<file path="src/rtl/multi_cycle_controller_if.sv">
// Control bundle between the multi-cycle RV32I controller and its datapath.
// The controller is the master: it samples IR decode fields and the ALU zero flag and drives the selects/strobes.
interface multi_cycle_controller_if;
    logic [6:0] opcode;
    logic [2:0] f3;
    logic [6:0] f7;
    logic       zero;
    logic       pc_write;
    logic       adr_src;
    logic       mem_write;
    logic       ir_write;
    logic       reg_write;
    logic [1:0] result_src;
    logic [1:0] alu_src_a;
    logic [1:0] alu_src_b;
    logic [2:0] alu_function;
    logic [2:0] imm_src;
    logic       illegal;
    logic [3:0] state;   // debug view of the FSM state register

    modport master (
        input  opcode, f3, f7, zero,
        output pc_write, adr_src, mem_write, ir_write, reg_write,
        output result_src, alu_src_a, alu_src_b, alu_function, imm_src,
        output illegal, state
    );

    modport slave (
        output opcode, f3, f7, zero,
        input  pc_write, adr_src, mem_write, ir_write, reg_write,
        input  result_src, alu_src_a, alu_src_b, alu_function, imm_src,
        input  illegal, state
    );
endinterface

</file>
<file path="src/rtl/multi_cycle_controller.sv">
// One-state-per-clock FSM for the multi-cycle RV32I core: decodes IR fields and drives datapath selects and strobes.
// No handshake: memory is single-cycle, so every state lasts exactly one clock.
module multi_cycle_controller (
    input  logic                       clk,
    input  logic                       reset,
    multi_cycle_controller_if.master   bus
);
    localparam logic [6:0] OP_R      = 7'b0110011;
    localparam logic [6:0] OP_I      = 7'b0010011;
    localparam logic [6:0] OP_LOAD   = 7'b0000011;
    localparam logic [6:0] OP_STORE  = 7'b0100011;
    localparam logic [6:0] OP_BRANCH = 7'b1100011;
    localparam logic [6:0] OP_JAL    = 7'b1101111;
    localparam logic [6:0] OP_JALR   = 7'b1100111;
    localparam logic [6:0] OP_LUI    = 7'b0110111;

    localparam logic [2:0] FN_ADD  = 3'b000;
    localparam logic [2:0] FN_SUB  = 3'b001;
    localparam logic [2:0] FN_AND  = 3'b010;
    localparam logic [2:0] FN_OR   = 3'b011;
    localparam logic [2:0] FN_XOR  = 3'b100;
    localparam logic [2:0] FN_SLT  = 3'b101;
    localparam logic [2:0] FN_SLTU = 3'b110;

    typedef enum logic [3:0] {
        FETCH     = 4'd0,
        DECODE    = 4'd1,
        MEM_ADR   = 4'd2,
        MEM_READ  = 4'd3,
        MEM_WB    = 4'd4,
        MEM_WRITE = 4'd5,
        EXEC_R    = 4'd6,
        EXEC_I    = 4'd7,
        ALU_WB    = 4'd8,
        BRANCH    = 4'd9,
        JALR_ADR  = 4'd10,
        JUMP      = 4'd11,
        LUI       = 4'd12
    } state_e;

    typedef struct packed {
        logic       pc_write;
        logic       adr_src;
        logic       mem_write;
        logic       ir_write;
        logic       reg_write;
        logic [1:0] result_src;
        logic [1:0] alu_src_a;
        logic [1:0] alu_src_b;
        logic [2:0] alu_function;
    } ctrl_t;

    function automatic logic [2:0] alu_op(input logic [2:0] f3, input logic sub);
        logic [2:0] fn;
        case (f3)
            3'b000:  fn = sub ? FN_SUB : FN_ADD;
            3'b111:  fn = FN_AND;
            3'b110:  fn = FN_OR;
            3'b100:  fn = FN_XOR;
            3'b010:  fn = FN_SLT;
            3'b011:  fn = FN_SLTU;
            default: fn = FN_ADD;
        endcase
        return fn;
    endfunction

    function automatic logic is_legal(input logic [6:0] op, input logic [2:0] f3, input logic f7b5);
        logic alu_f3_ok;
        logic ok;
        alu_f3_ok = (f3 != 3'b001) && (f3 != 3'b101);
        case (op)
            OP_R:              ok = alu_f3_ok && (!f7b5 || f3 == 3'b000);
            OP_I:              ok = alu_f3_ok;
            OP_LOAD, OP_STORE: ok = (f3 == 3'b010);
            OP_BRANCH:         ok = f3 inside {3'b000, 3'b001, 3'b100, 3'b101};
            OP_JAL, OP_LUI:    ok = 1'b1;
            OP_JALR:           ok = (f3 == 3'b000);
            default:           ok = 1'b0;
        endcase
        return ok;
    endfunction

    // Moore outputs of a state; only the EXEC/BRANCH function depends on IR, which is stable by then.
    function automatic ctrl_t state_ctrl(input state_e s, input logic [2:0] f3, input logic f7b5);
        ctrl_t c;
        c = '0;
        case (s)
            FETCH:     begin c.ir_write = 1'b1; c.pc_write = 1'b1;
                             c.alu_src_b = 2'b10; c.result_src = 2'b10; end
            DECODE:    begin c.alu_src_a = 2'b01; c.alu_src_b = 2'b01; end
            MEM_ADR:   begin c.alu_src_a = 2'b10; c.alu_src_b = 2'b01; end
            MEM_READ:  c.adr_src = 1'b1;
            MEM_WB:    begin c.result_src = 2'b01; c.reg_write = 1'b1; end
            MEM_WRITE: begin c.adr_src = 1'b1; c.mem_write = 1'b1; end
            EXEC_R:    begin c.alu_src_a = 2'b10; c.alu_function = alu_op(f3, f7b5); end
            EXEC_I:    begin c.alu_src_a = 2'b10; c.alu_src_b = 2'b01;
                             c.alu_function = alu_op(f3, 1'b0); end
            ALU_WB:    c.reg_write = 1'b1;
            BRANCH:    begin c.alu_src_a = 2'b10; c.alu_function = f3[2] ? FN_SLT : FN_SUB; end
            JALR_ADR:  begin c.alu_src_a = 2'b10; c.alu_src_b = 2'b01; end
            JUMP:      begin c.pc_write = 1'b1; c.alu_src_a = 2'b01; c.alu_src_b = 2'b10; end
            LUI:       begin c.result_src = 2'b11; c.reg_write = 1'b1; end
            default:   c = '0;
        endcase
        return c;
    endfunction

    state_e state_q, state_d;
    ctrl_t  ctrl_q;
    logic   legal;
    logic   taken;
    logic   unused_f7;

    assign unused_f7 = ^{bus.f7[6], bus.f7[4:0]};
    assign legal     = is_legal(bus.opcode, bus.f3, bus.f7[5]);

    always_comb begin
        state_d = FETCH;
        case (state_q)
            FETCH:    state_d = DECODE;
            DECODE: begin
                if (legal) begin
                    case (bus.opcode)
                        OP_LOAD, OP_STORE: state_d = MEM_ADR;
                        OP_R:              state_d = EXEC_R;
                        OP_I:              state_d = EXEC_I;
                        OP_BRANCH:         state_d = BRANCH;
                        OP_JAL:            state_d = JUMP;
                        OP_JALR:           state_d = JALR_ADR;
                        OP_LUI:            state_d = LUI;
                        default:           state_d = FETCH;
                    endcase
                end
            end
            MEM_ADR:  state_d = (bus.opcode == OP_STORE) ? MEM_WRITE : MEM_READ;
            MEM_READ: state_d = MEM_WB;
            EXEC_R:   state_d = ALU_WB;
            EXEC_I:   state_d = ALU_WB;
            JALR_ADR: state_d = JUMP;
            JUMP:     state_d = ALU_WB;
            default:  state_d = FETCH;
        endcase
    end

    always_ff @(posedge clk or negedge reset) begin
        if (!reset) begin
            state_q <= FETCH;
            ctrl_q  <= state_ctrl(FETCH, 3'b000, 1'b0);
        end else begin
            state_q <= state_d;
            ctrl_q  <= state_ctrl(state_d, bus.f3, bus.f7[5]);
        end
    end

    // beq/bge take on zero, bne/blt on !zero; f3[0] xor f3[2] selects the inverted sense.
    assign taken = (state_q == BRANCH) && (bus.zero ^ (bus.f3[0] ^ bus.f3[2]));

    // Strobes are gated by reset so an aborted instruction never writes; illegal decodes the freshly loaded IR.
    assign bus.pc_write     = reset & (ctrl_q.pc_write | taken);
    assign bus.ir_write     = reset & ctrl_q.ir_write;
    assign bus.mem_write    = reset & ctrl_q.mem_write;
    assign bus.reg_write    = reset & ctrl_q.reg_write;
    assign bus.illegal      = reset & (state_q == DECODE) & ~legal;
    assign bus.adr_src      = ctrl_q.adr_src;
    assign bus.result_src   = ctrl_q.result_src;
    assign bus.alu_src_a    = ctrl_q.alu_src_a;
    assign bus.alu_src_b    = ctrl_q.alu_src_b;
    assign bus.alu_function = ctrl_q.alu_function;
    assign bus.state        = state_q;

    always_comb begin
        case (bus.opcode)
            OP_STORE:  bus.imm_src = 3'b001;
            OP_BRANCH: bus.imm_src = 3'b010;
            OP_LUI:    bus.imm_src = 3'b011;
            OP_JAL:    bus.imm_src = 3'b100;
            default:   bus.imm_src = 3'b000;
        endcase
    end
endmodule

</file>
<file path="src/flat_wrapper.sv">
// flat-port wrapper written by rule: the top's interface ports become plain ports
module multi_cycle_controller_flat 
  (clk, reset, bus_opcode, bus_f3, bus_f7, bus_zero, bus_pc_write, bus_adr_src, bus_mem_write, bus_ir_write, bus_reg_write, bus_result_src, bus_alu_src_a, bus_alu_src_b, bus_alu_function, bus_imm_src, bus_illegal, bus_state);
  multi_cycle_controller_if bus_i ();
  input  logic clk;
  input  logic reset;
  input wire logic [$bits(bus_i.opcode)-1:0] bus_opcode;
  input wire logic [$bits(bus_i.f3)-1:0] bus_f3;
  input wire logic [$bits(bus_i.f7)-1:0] bus_f7;
  input wire logic [$bits(bus_i.zero)-1:0] bus_zero;
  output wire logic [$bits(bus_i.pc_write)-1:0] bus_pc_write;
  output wire logic [$bits(bus_i.adr_src)-1:0] bus_adr_src;
  output wire logic [$bits(bus_i.mem_write)-1:0] bus_mem_write;
  output wire logic [$bits(bus_i.ir_write)-1:0] bus_ir_write;
  output wire logic [$bits(bus_i.reg_write)-1:0] bus_reg_write;
  output wire logic [$bits(bus_i.result_src)-1:0] bus_result_src;
  output wire logic [$bits(bus_i.alu_src_a)-1:0] bus_alu_src_a;
  output wire logic [$bits(bus_i.alu_src_b)-1:0] bus_alu_src_b;
  output wire logic [$bits(bus_i.alu_function)-1:0] bus_alu_function;
  output wire logic [$bits(bus_i.imm_src)-1:0] bus_imm_src;
  output wire logic [$bits(bus_i.illegal)-1:0] bus_illegal;
  output wire logic [$bits(bus_i.state)-1:0] bus_state;
  assign bus_i.opcode = bus_opcode;
  assign bus_i.f3 = bus_f3;
  assign bus_i.f7 = bus_f7;
  assign bus_i.zero = bus_zero;
  assign bus_pc_write = bus_i.pc_write;
  assign bus_adr_src = bus_i.adr_src;
  assign bus_mem_write = bus_i.mem_write;
  assign bus_ir_write = bus_i.ir_write;
  assign bus_reg_write = bus_i.reg_write;
  assign bus_result_src = bus_i.result_src;
  assign bus_alu_src_a = bus_i.alu_src_a;
  assign bus_alu_src_b = bus_i.alu_src_b;
  assign bus_alu_function = bus_i.alu_function;
  assign bus_imm_src = bus_i.imm_src;
  assign bus_illegal = bus_i.illegal;
  assign bus_state = bus_i.state;
  multi_cycle_controller u_core (.clk(clk), .reset(reset), .bus(bus_i));
endmodule
</file>
<file path="config.mk">
export PLATFORM = sky130hd
export DESIGN_NAME = multi_cycle_controller_flat
export DESIGN_NICKNAME = d
export VERILOG_FILES = /design/src/rtl/multi_cycle_controller_if.sv /design/src/rtl/multi_cycle_controller.sv /design/src/flat_wrapper.sv
export SDC_FILE = /design/constraint.sdc
export NUM_CORES = 1
export LEC_CHECK = 0
export CORE_MARGIN = 8
export CORE_UTILIZATION = 45
export DETAILED_ROUTE_END_ITERATION = 7
export GPL_TIMING_DRIVEN = 0
export PLACE_DENSITY = 0.78
export SKIP_LAST_GASP = 1
export SLEW_MARGIN = 10
export SYNTH_ARGS = -nofsm -noshare
export SYNTH_HDL_FRONTEND = slang
export SYNTH_SLANG_ARGS = --single-unit
</file>
<file path="constraint.sdc">
create_clock -name clk -period 2 [get_ports clk]
set_input_delay 0.5 -clock clk [delete_from_list [all_inputs] [get_ports clk]]
set_output_delay 0.5 -clock clk [all_outputs]
set_load 0.02 [all_outputs]
</file>
After elaboration in Yosys (flattened, before gate mapping)
Index checks and enable logic that the tools add are counted.
W data, S select, Z words.

cells by class
  reductions and logical operators = 18
  bitwise operators = 10
  mux-type cells = 19
  eq/ne operators = 37

operator list
  kind                  count
  $eq A4 B4 Y1 const B  8
  $pmux W4 S7           1
  $eq A4 B3 Y1 const B  6
  $pmux W4 S6           1
  $eq A7 B6 Y1 const B  3
  $eq A7 B7 Y1 const B  3
  $pmux W3 S6           1
  $eq A4 B2 Y1 const B  4
  $pmux W3 S5           1
  $eq A3 B3 Y1 const B  4
  $pmux W3 S4           1
  $reduce_or A2 Y1      5
  $pmux W3 S3           1
  $eq A4 B1 Y1 const B  2
  $logic_not A4 Y1      2
  $pmux W2 S2           2
  $eq A7 B2 Y1 const B  1
  $eq A7 B5 Y1 const B  1
  $and A1 B1 Y1         6
  $eq A3 B2 Y1 const B  2
  $mux W1               6
  $mux W3               2
  $pmux W1 S6           1
  $pmux W2 S3           1
  15 further kinds      19

word-level totals
  input bits = 20
  output and inout bits = 22
  word-level logic and storage cells = 94
  bits in registers = 18

Logic depth before layout (Yosys ltp)
  depth after elaboration = 9
  depth in mapped cells = 8
  depth with buffers taken out = 7

Least setup slack after synthesis
OpenSTA, ideal clock, no wires.

  kind = input to output
  start point = input bus_opcode[3]
  end point = output bus_illegal
  buffers on the path = 1
  arrival time = 1.706 ns
  required time = 1.500 ns
  setup slack = -0.206 ns
  stages = 5
  path through = buf_6 > and4bb_1 > o2111ai_1 > o211ai_4 > nor3_1

on the way
  longest elaborated chain between the ends = 5
  elaborated cells on any way between the ends = 13
  those cells by class = 8 x eq/ne; 1 x mux; 2 x bitwise; 2 x reduce/logical

ends and longest elaborated chain
  item                                        RTL line                       text
  from (decl)                                 flat_wrapper.sv:7              input wire logic [$bits(bus_i.opcode)-1:0] bus_opcode;
  $eq A7 B6 Y1, or another cell as far along  multi_cycle_controller.sv:71   case (op)
  $reduce_or A2 Y1                            multi_cycle_controller.sv:71
  $pmux W1 S6 (*)                             multi_cycle_controller.sv:71
  $not A1 Y1 (*)                              multi_cycle_controller.sv:163  assign bus.illegal = reset & (state_q == DECODE) & ~legal;
  $and A1 B1 Y1 (*)                           multi_cycle_controller.sv:163
  to (decl)                                   flat_wrapper.sv:21             output wire logic [$bits(bus_i.illegal)-1:0] bus_illegal;

Mark *: on every way between the ends. The rest lies on a longest branch, timed or not.

Worst setup path in the final report
  start point = register u_core.state_q[1], in the netlist u_core.bus.state[1]
  end point = output bus_illegal

on the way
  longest elaborated chain between the ends = 3

ends and longest elaborated chain
  item                         RTL line                       text
  from (decl)                  multi_cycle_controller.sv:108  state_e state_q, state_d;
  from (signal assigned)       multi_cycle_controller.sv:150  state_q <= state_d;
  $eq A4 B1 Y1                 multi_cycle_controller.sv:163
  $and A1 B1 Y1 (2 in series)  multi_cycle_controller.sv:163

Every way passes these cells.

==> impl_metrics.prom <==
# TYPE chip_impl_metric gauge
chip_impl_metric{name="wirelength",unit="um"} 3862
chip_impl_info{name="worst_hold_path_type",value="in2async"} 1
chip_impl_metric{name="wl_met2",unit="um"} 1910
chip_impl_metric{name="track_usage",unit=""} 0.1409
chip_impl_metric{name="ys.warnings.count",unit=""} 0
chip_impl_metric{name="dieArea",unit="um2"} 4857
chip_impl_metric{name="wirelength_met1",unit="um"} 1498
chip_impl_metric{name="die_h",unit="um"} 69.70
chip_impl_metric{name="drv_cap",unit=""} 0
chip_impl_metric{name="grt_start_max_net_pins",unit=""} 24
chip_impl_metric{name="routed_len_inst",unit="um"} 17.09
chip_impl_metric{name="post_synth_inst_count",unit=""} 134
chip_impl_metric{name="power.density",unit="nW/um2"} 353.1
chip_impl_metric{name="rows",unit=""} 19
chip_impl_metric{name="final.setup.worst_slack",unit="ns"} -0.03912
chip_impl_metric{name="grt_overflow_total",unit=""} 0
chip_impl_metric{name="multi_input_area",unit="um2"} 898.4
chip_impl_info{name="rsz0062_at_grt",value="yes"} 1
chip_impl_metric{name="route.vias.total",unit=""} 1294
chip_impl_info{name="crit_path_top_delay_cell",value="dfrtp_2"} 1
chip_impl_info{name="tritoncts_clock_tree",value="done"} 1
chip_impl_info{name="ys_dominant_reg_cell",value="dfrtp_1"} 1
chip_impl_metric{name="timing.setup.tns",unit="ns"} -0.06339
chip_impl_metric{name="drv_slew",unit=""} 0
chip_impl_metric{name="critical_path.n_buffers_inverters",unit=""} 1
chip_impl_info{name="worst_path_dominant_cell_family",value="simple AND/OR/NAND/NOR gates"} 1
chip_impl_metric{name="vias_in_the_first_global_route",unit=""} 1253
chip_impl_metric{name="mappedNetlistArea",unit="um2"} 1297
chip_impl_metric{name="post_route_cells_drive_above_1_share",unit=""} 0.5179
chip_impl_metric{name="cts.htree.levels",unit=""} 1
chip_impl_metric{name="synth_simple_gate_area_frac",unit=""} 0.2787
chip_impl_metric{name="numCtsBuffers",unit=""} 3
chip_impl_metric{name="ys_seq_elements",unit=""} 18
chip_impl_metric{name="number_of_enable_type_register_cells_in_the_synthesized_netlist",unit=""} 0
chip_impl_metric{name="final.min_clock_period",unit="ns"} 2.039
chip_impl_metric{name="finClkSkew",unit="ns"} 0.003220
chip_impl_metric{name="power.total",unit="mW"} 0.7193
chip_impl_metric{name="vias_per_cell",unit=""} 5.726
chip_impl_info{name="crit_path_cell_trace",value="nor4b_4 -> nand2_2 -> nor3_4 -> buf_6"} 1
chip_impl_metric{name="initial_antenna_violation_count",unit=""} 0
chip_impl_metric{name="synth_cell_type_count",unit=""} 61
chip_impl_metric{name="place_area",unit="um2"} 1678
chip_impl_metric{name="final-seq-area",unit="um2"} 459.2
chip_impl_metric{name="syn_area_per_cell",unit="um2"} 9.683
chip_impl_info{name="top_signal_layer_used",value="met4"} 1
chip_impl_metric{name="area_growth_syn_to_layout",unit="%"} 56.99
chip_impl_info{name="timing.critical_path.from_type",value="flip-flop"} 1
chip_impl_metric{name="design_area",unit="um2"} 2037
chip_impl_metric{name="critical_path.max_stage_delay",unit="ns"} 0.48
chip_impl_metric{name="nFillCells",unit=""} 209
chip_impl_metric{name="clock_sink_count",unit=""} 18
chip_impl_metric{name="power.static_leakage",unit="nW"} 0.8852
chip_impl_metric{name="worstMarginPinSlew",unit="ns"} 0.4424
chip_impl_metric{name="detailroute.wirelength.met3",unit="um"} 291
chip_impl_info{name="status",value="finished, violations left"} 1
chip_impl_metric{name="initial_utilization",unit=""} 0.4705
chip_impl_metric{name="clock_latency",unit="ns"} 0.29
chip_impl_metric{name="setup_violations",unit=""} 3
chip_impl_metric{name="drt-pass1-iter-count",unit=""} 4
chip_impl_metric{name="grt_first_pass_wirelength",unit="um"} 5844
chip_impl_metric{name="first_iter_violations",unit=""} 42
chip_impl_info{name="clk_root_buffer_cell",value="clkbuf_4"} 1
chip_impl_metric{name="peak_ir_drop_on_the_vdd_network",unit="V"} 0.0003535
chip_impl_metric{name="io_pins",unit=""} 42
chip_impl_metric{name="cts_hold_buffers",unit=""} 0
chip_impl_metric{name="ctsLongestPathBuffers",unit=""} 2
chip_impl_metric{name="antenna_cells",unit=""} 0
chip_impl_info{name="kind_of_end_point_of_the_critical_path",value="output port"} 1
chip_impl_metric{name="post-route-drc-count",unit=""} 0
chip_impl_metric{name="drt.antenna.violating_nets",unit=""} 0
chip_impl_metric{name="synth-seq-area-share",unit=""} 0.3510
chip_impl_metric{name="crit_path_max_fanout",unit=""} 7
chip_impl_info{name="worstSetupPathType",value="reg2out"} 1
chip_impl_metric{name="final.period_utilization",unit=""} 1.020
chip_impl_metric{name="synth_compound_area_frac",unit=""} 0.2411
chip_impl_metric{name="core-area",unit="um2"} 2758
chip_impl_info{name="dominant_combinational_cell_family_by_area_after_synthesis",value="simple AND/OR/NAND/NOR gates"} 1
chip_impl_metric{name="detailed_place_hpwl",unit="um"} 2437
chip_impl_metric{name="clk_pin_slew_worst_paths",unit="ns"} 0.10
chip_impl_info{name="failed_checks",value="negative setup slack"} 1
chip_impl_metric{name="worst_ep_arrival_time",unit="ns"} 1.54
chip_impl_metric{name="yosys.area_share.xor_xnor",unit=""} 0.04050
chip_impl_metric{name="synthesis.nets",unit=""} 154
chip_impl_metric{name="die_w",unit="um"} 69.70
chip_impl_metric{name="muxShareOfSynthArea",unit=""} 0
chip_impl_metric{name="max_freq",unit="GHz"} 0.4904
chip_impl_metric{name="final_hold_viol_count",unit=""} 0
chip_impl_metric{name="postSynth.asyncResetShare",unit=""} 1.000
chip_impl_metric{name="worstPathRequired",unit="ns"} 1.50
chip_impl_metric{name="finalWeightedCongestion",unit=""} 0.8016
chip_impl_metric{name="place.port_buffers",unit=""} 33
chip_impl_metric{name="worst_slew_margin_rel",unit=""} 0.7028
chip_impl_metric{name="final_nets",unit=""} 216
chip_impl_metric{name="arithmetic_cell_share_of_the_synthesized_area_counting_full_adders_half_adders_and_majority_gates",unit=""} 0
-- final timing paths --
| kind | from | slack, ns | to | cells past startpoint |
|---|---|---|---|---|
| worst max register to register | u_core.bus.state[3] | -0.01 | u_core.bus.alu_src_b[1] | 6 |
| worst max-delay path | u_core.bus.state[1] | -0.04 | bus_illegal | 4 |
| worst min-delay path | reset | 0.03 | u_core.bus.state[3] | 1 |
| min in group clk | bus_f3[0] | 0.52 | u_core.bus.alu_function[0] | 2 |
| max in group asynchronous | reset | 1.73 | u_core.ctrl_q[13] | 1 |
| worst min register to register | u_core.bus.state[0] | 0.59 | u_core.bus.adr_src | 1 |
-- through the flow --
| stage | instances | utilization | hold slack, ns | worst slack [ns] |
|---|---|---|---|---|
| finish | 226 | 0.7387 | 0.02560 | -0.03912 |
| floorplan | 134 | - | 0.2044 | -0.02668 |
| global route | 226 | 0.7387 | 0.01833 | -0.1291 |
| detailed placement | 198 | 0.6084 | 0.6481 | -1.138 |
| CTS | 215 | 0.6810 | 0.02624 | -0.09685 |
| global placement | 198 | 0.6084 | 0.6466 | -1.081 |
-- layout by cell type (no fill, tap or decap), types with 2 or more instances in the layout --
master | netlist | final
dfrtp_2 | 0 | 3
o2111a_1 | 2 | 2
dfrtp_1 | 14 | 11
nor3b_1 | 2 | 2
dfstp_2 | 4 | 4
dlygate4sd2_1 | 0 | 4
a21oi_2 | 1 | 2
inv_1 | 4 | 4
buf_4 | 9 | 30
a31oi_1 | 3 | 2
buf_6 | 1 | 9
nand4_1 | 2 | 2
a21oi_1 | 7 | 4
a21oi_4 | 0 | 2
xnor2_1 | 4 | 3
o21ai_4 | 1 | 3
nand2_2 | 1 | 2
nand2_1 | 9 | 8
nand2b_1 | 2 | 2
nor3_1 | 8 | 5
clkdlybuf4s15_2 | 0 | 2
clkdlybuf4s50_1 | 0 | 13
buf_2 | 2 | 6
nor3_2 | 1 | 3
clkbuf_2 | 0 | 5
o2111ai_4 | 1 | 2
and2_1 | 4 | 4
clkbuf_4 | 0 | 3
xor2_1 | 2 | 2
nor2_1 | 6 | 6
inv_2 | 2 | 2
-- sequential cells by signal, indices dropped and copies added, names as in the netlist --
register / cells
u_core.ctrl_q: 4
u_core.bus.result_src: 2
u_core.bus.alu_src_a: 2
u_core.bus.alu_src_b: 2
u_core.bus.adr_src: 1
u_core.bus.state: 4
u_core.bus.alu_function: 3
-- logic make-up after synthesis --
logic type / count (synthesis)
simple gates: 55
compound gates: 36
buf+inv: 19
xor+xnor: 6
flops: 18
-- routing by layer --
metal / up-vias / track usage
met5: - / 0
met4: 0 / 0.07589
met3: 15 / 0.03720
met2: 55 / 0.2459
met1: 612 / 0.1508
li1: 612 / -
-- cells in the mapped netlist, drive strengths merged (2+ instances only) --
cell type,n,area (um2)
and2,4,25.02
nor3,9,50.05
dfrtp,14,350.3
nor2b,2,12.51
xor2,2,17.52
nand2,11,51.30
nor2,7,28.78
o21bai,2,15.01
xnor2,4,35.03
o2111ai,3,50.05
nor3b,2,15.01
o22ai,3,31.28
inv,6,22.52
nand4,2,12.51
a21oi,8,43.79
dfstp,4,105.1
nor4b,2,32.53
o21ai,6,45.04
o211ai,2,28.78
a31oi,3,18.77
buf,13,92.58
or3b,2,17.52
nand2b,2,12.51
o2111a,2,22.52
-- final cells by class --
| type | instances | area share |
|---|---|---|
| Multi-Input combinational cell | 97 | 0.4410 |
| Timing Repair Buffer | 57 | 0.2334 |
| Sequential cell | 18 | 0.2254 |
| Buffer | 13 | 0.05221 |
| Tap cell | 31 | 0.01904 |
| Clock buffer | 4 | 0.01781 |
| Inverter | 6 | 0.01106 |
-- power by group --
group	internal (mW)	switching [mW]
Clock	0.111	0.110
Combinational	0.0554	0.0774
Sequential	0.366	0.000482
-- timing repair --
action / 4_1_cts / 5_1_grt
cloned: 0 / 0
setup buffers: 13 / 11
gates resized for setup: 73 / 34
pin swaps: 15 / 16
setup endpoints to repair: 28 / 18
Note: power is estimated with default switching activity, not from simulation.
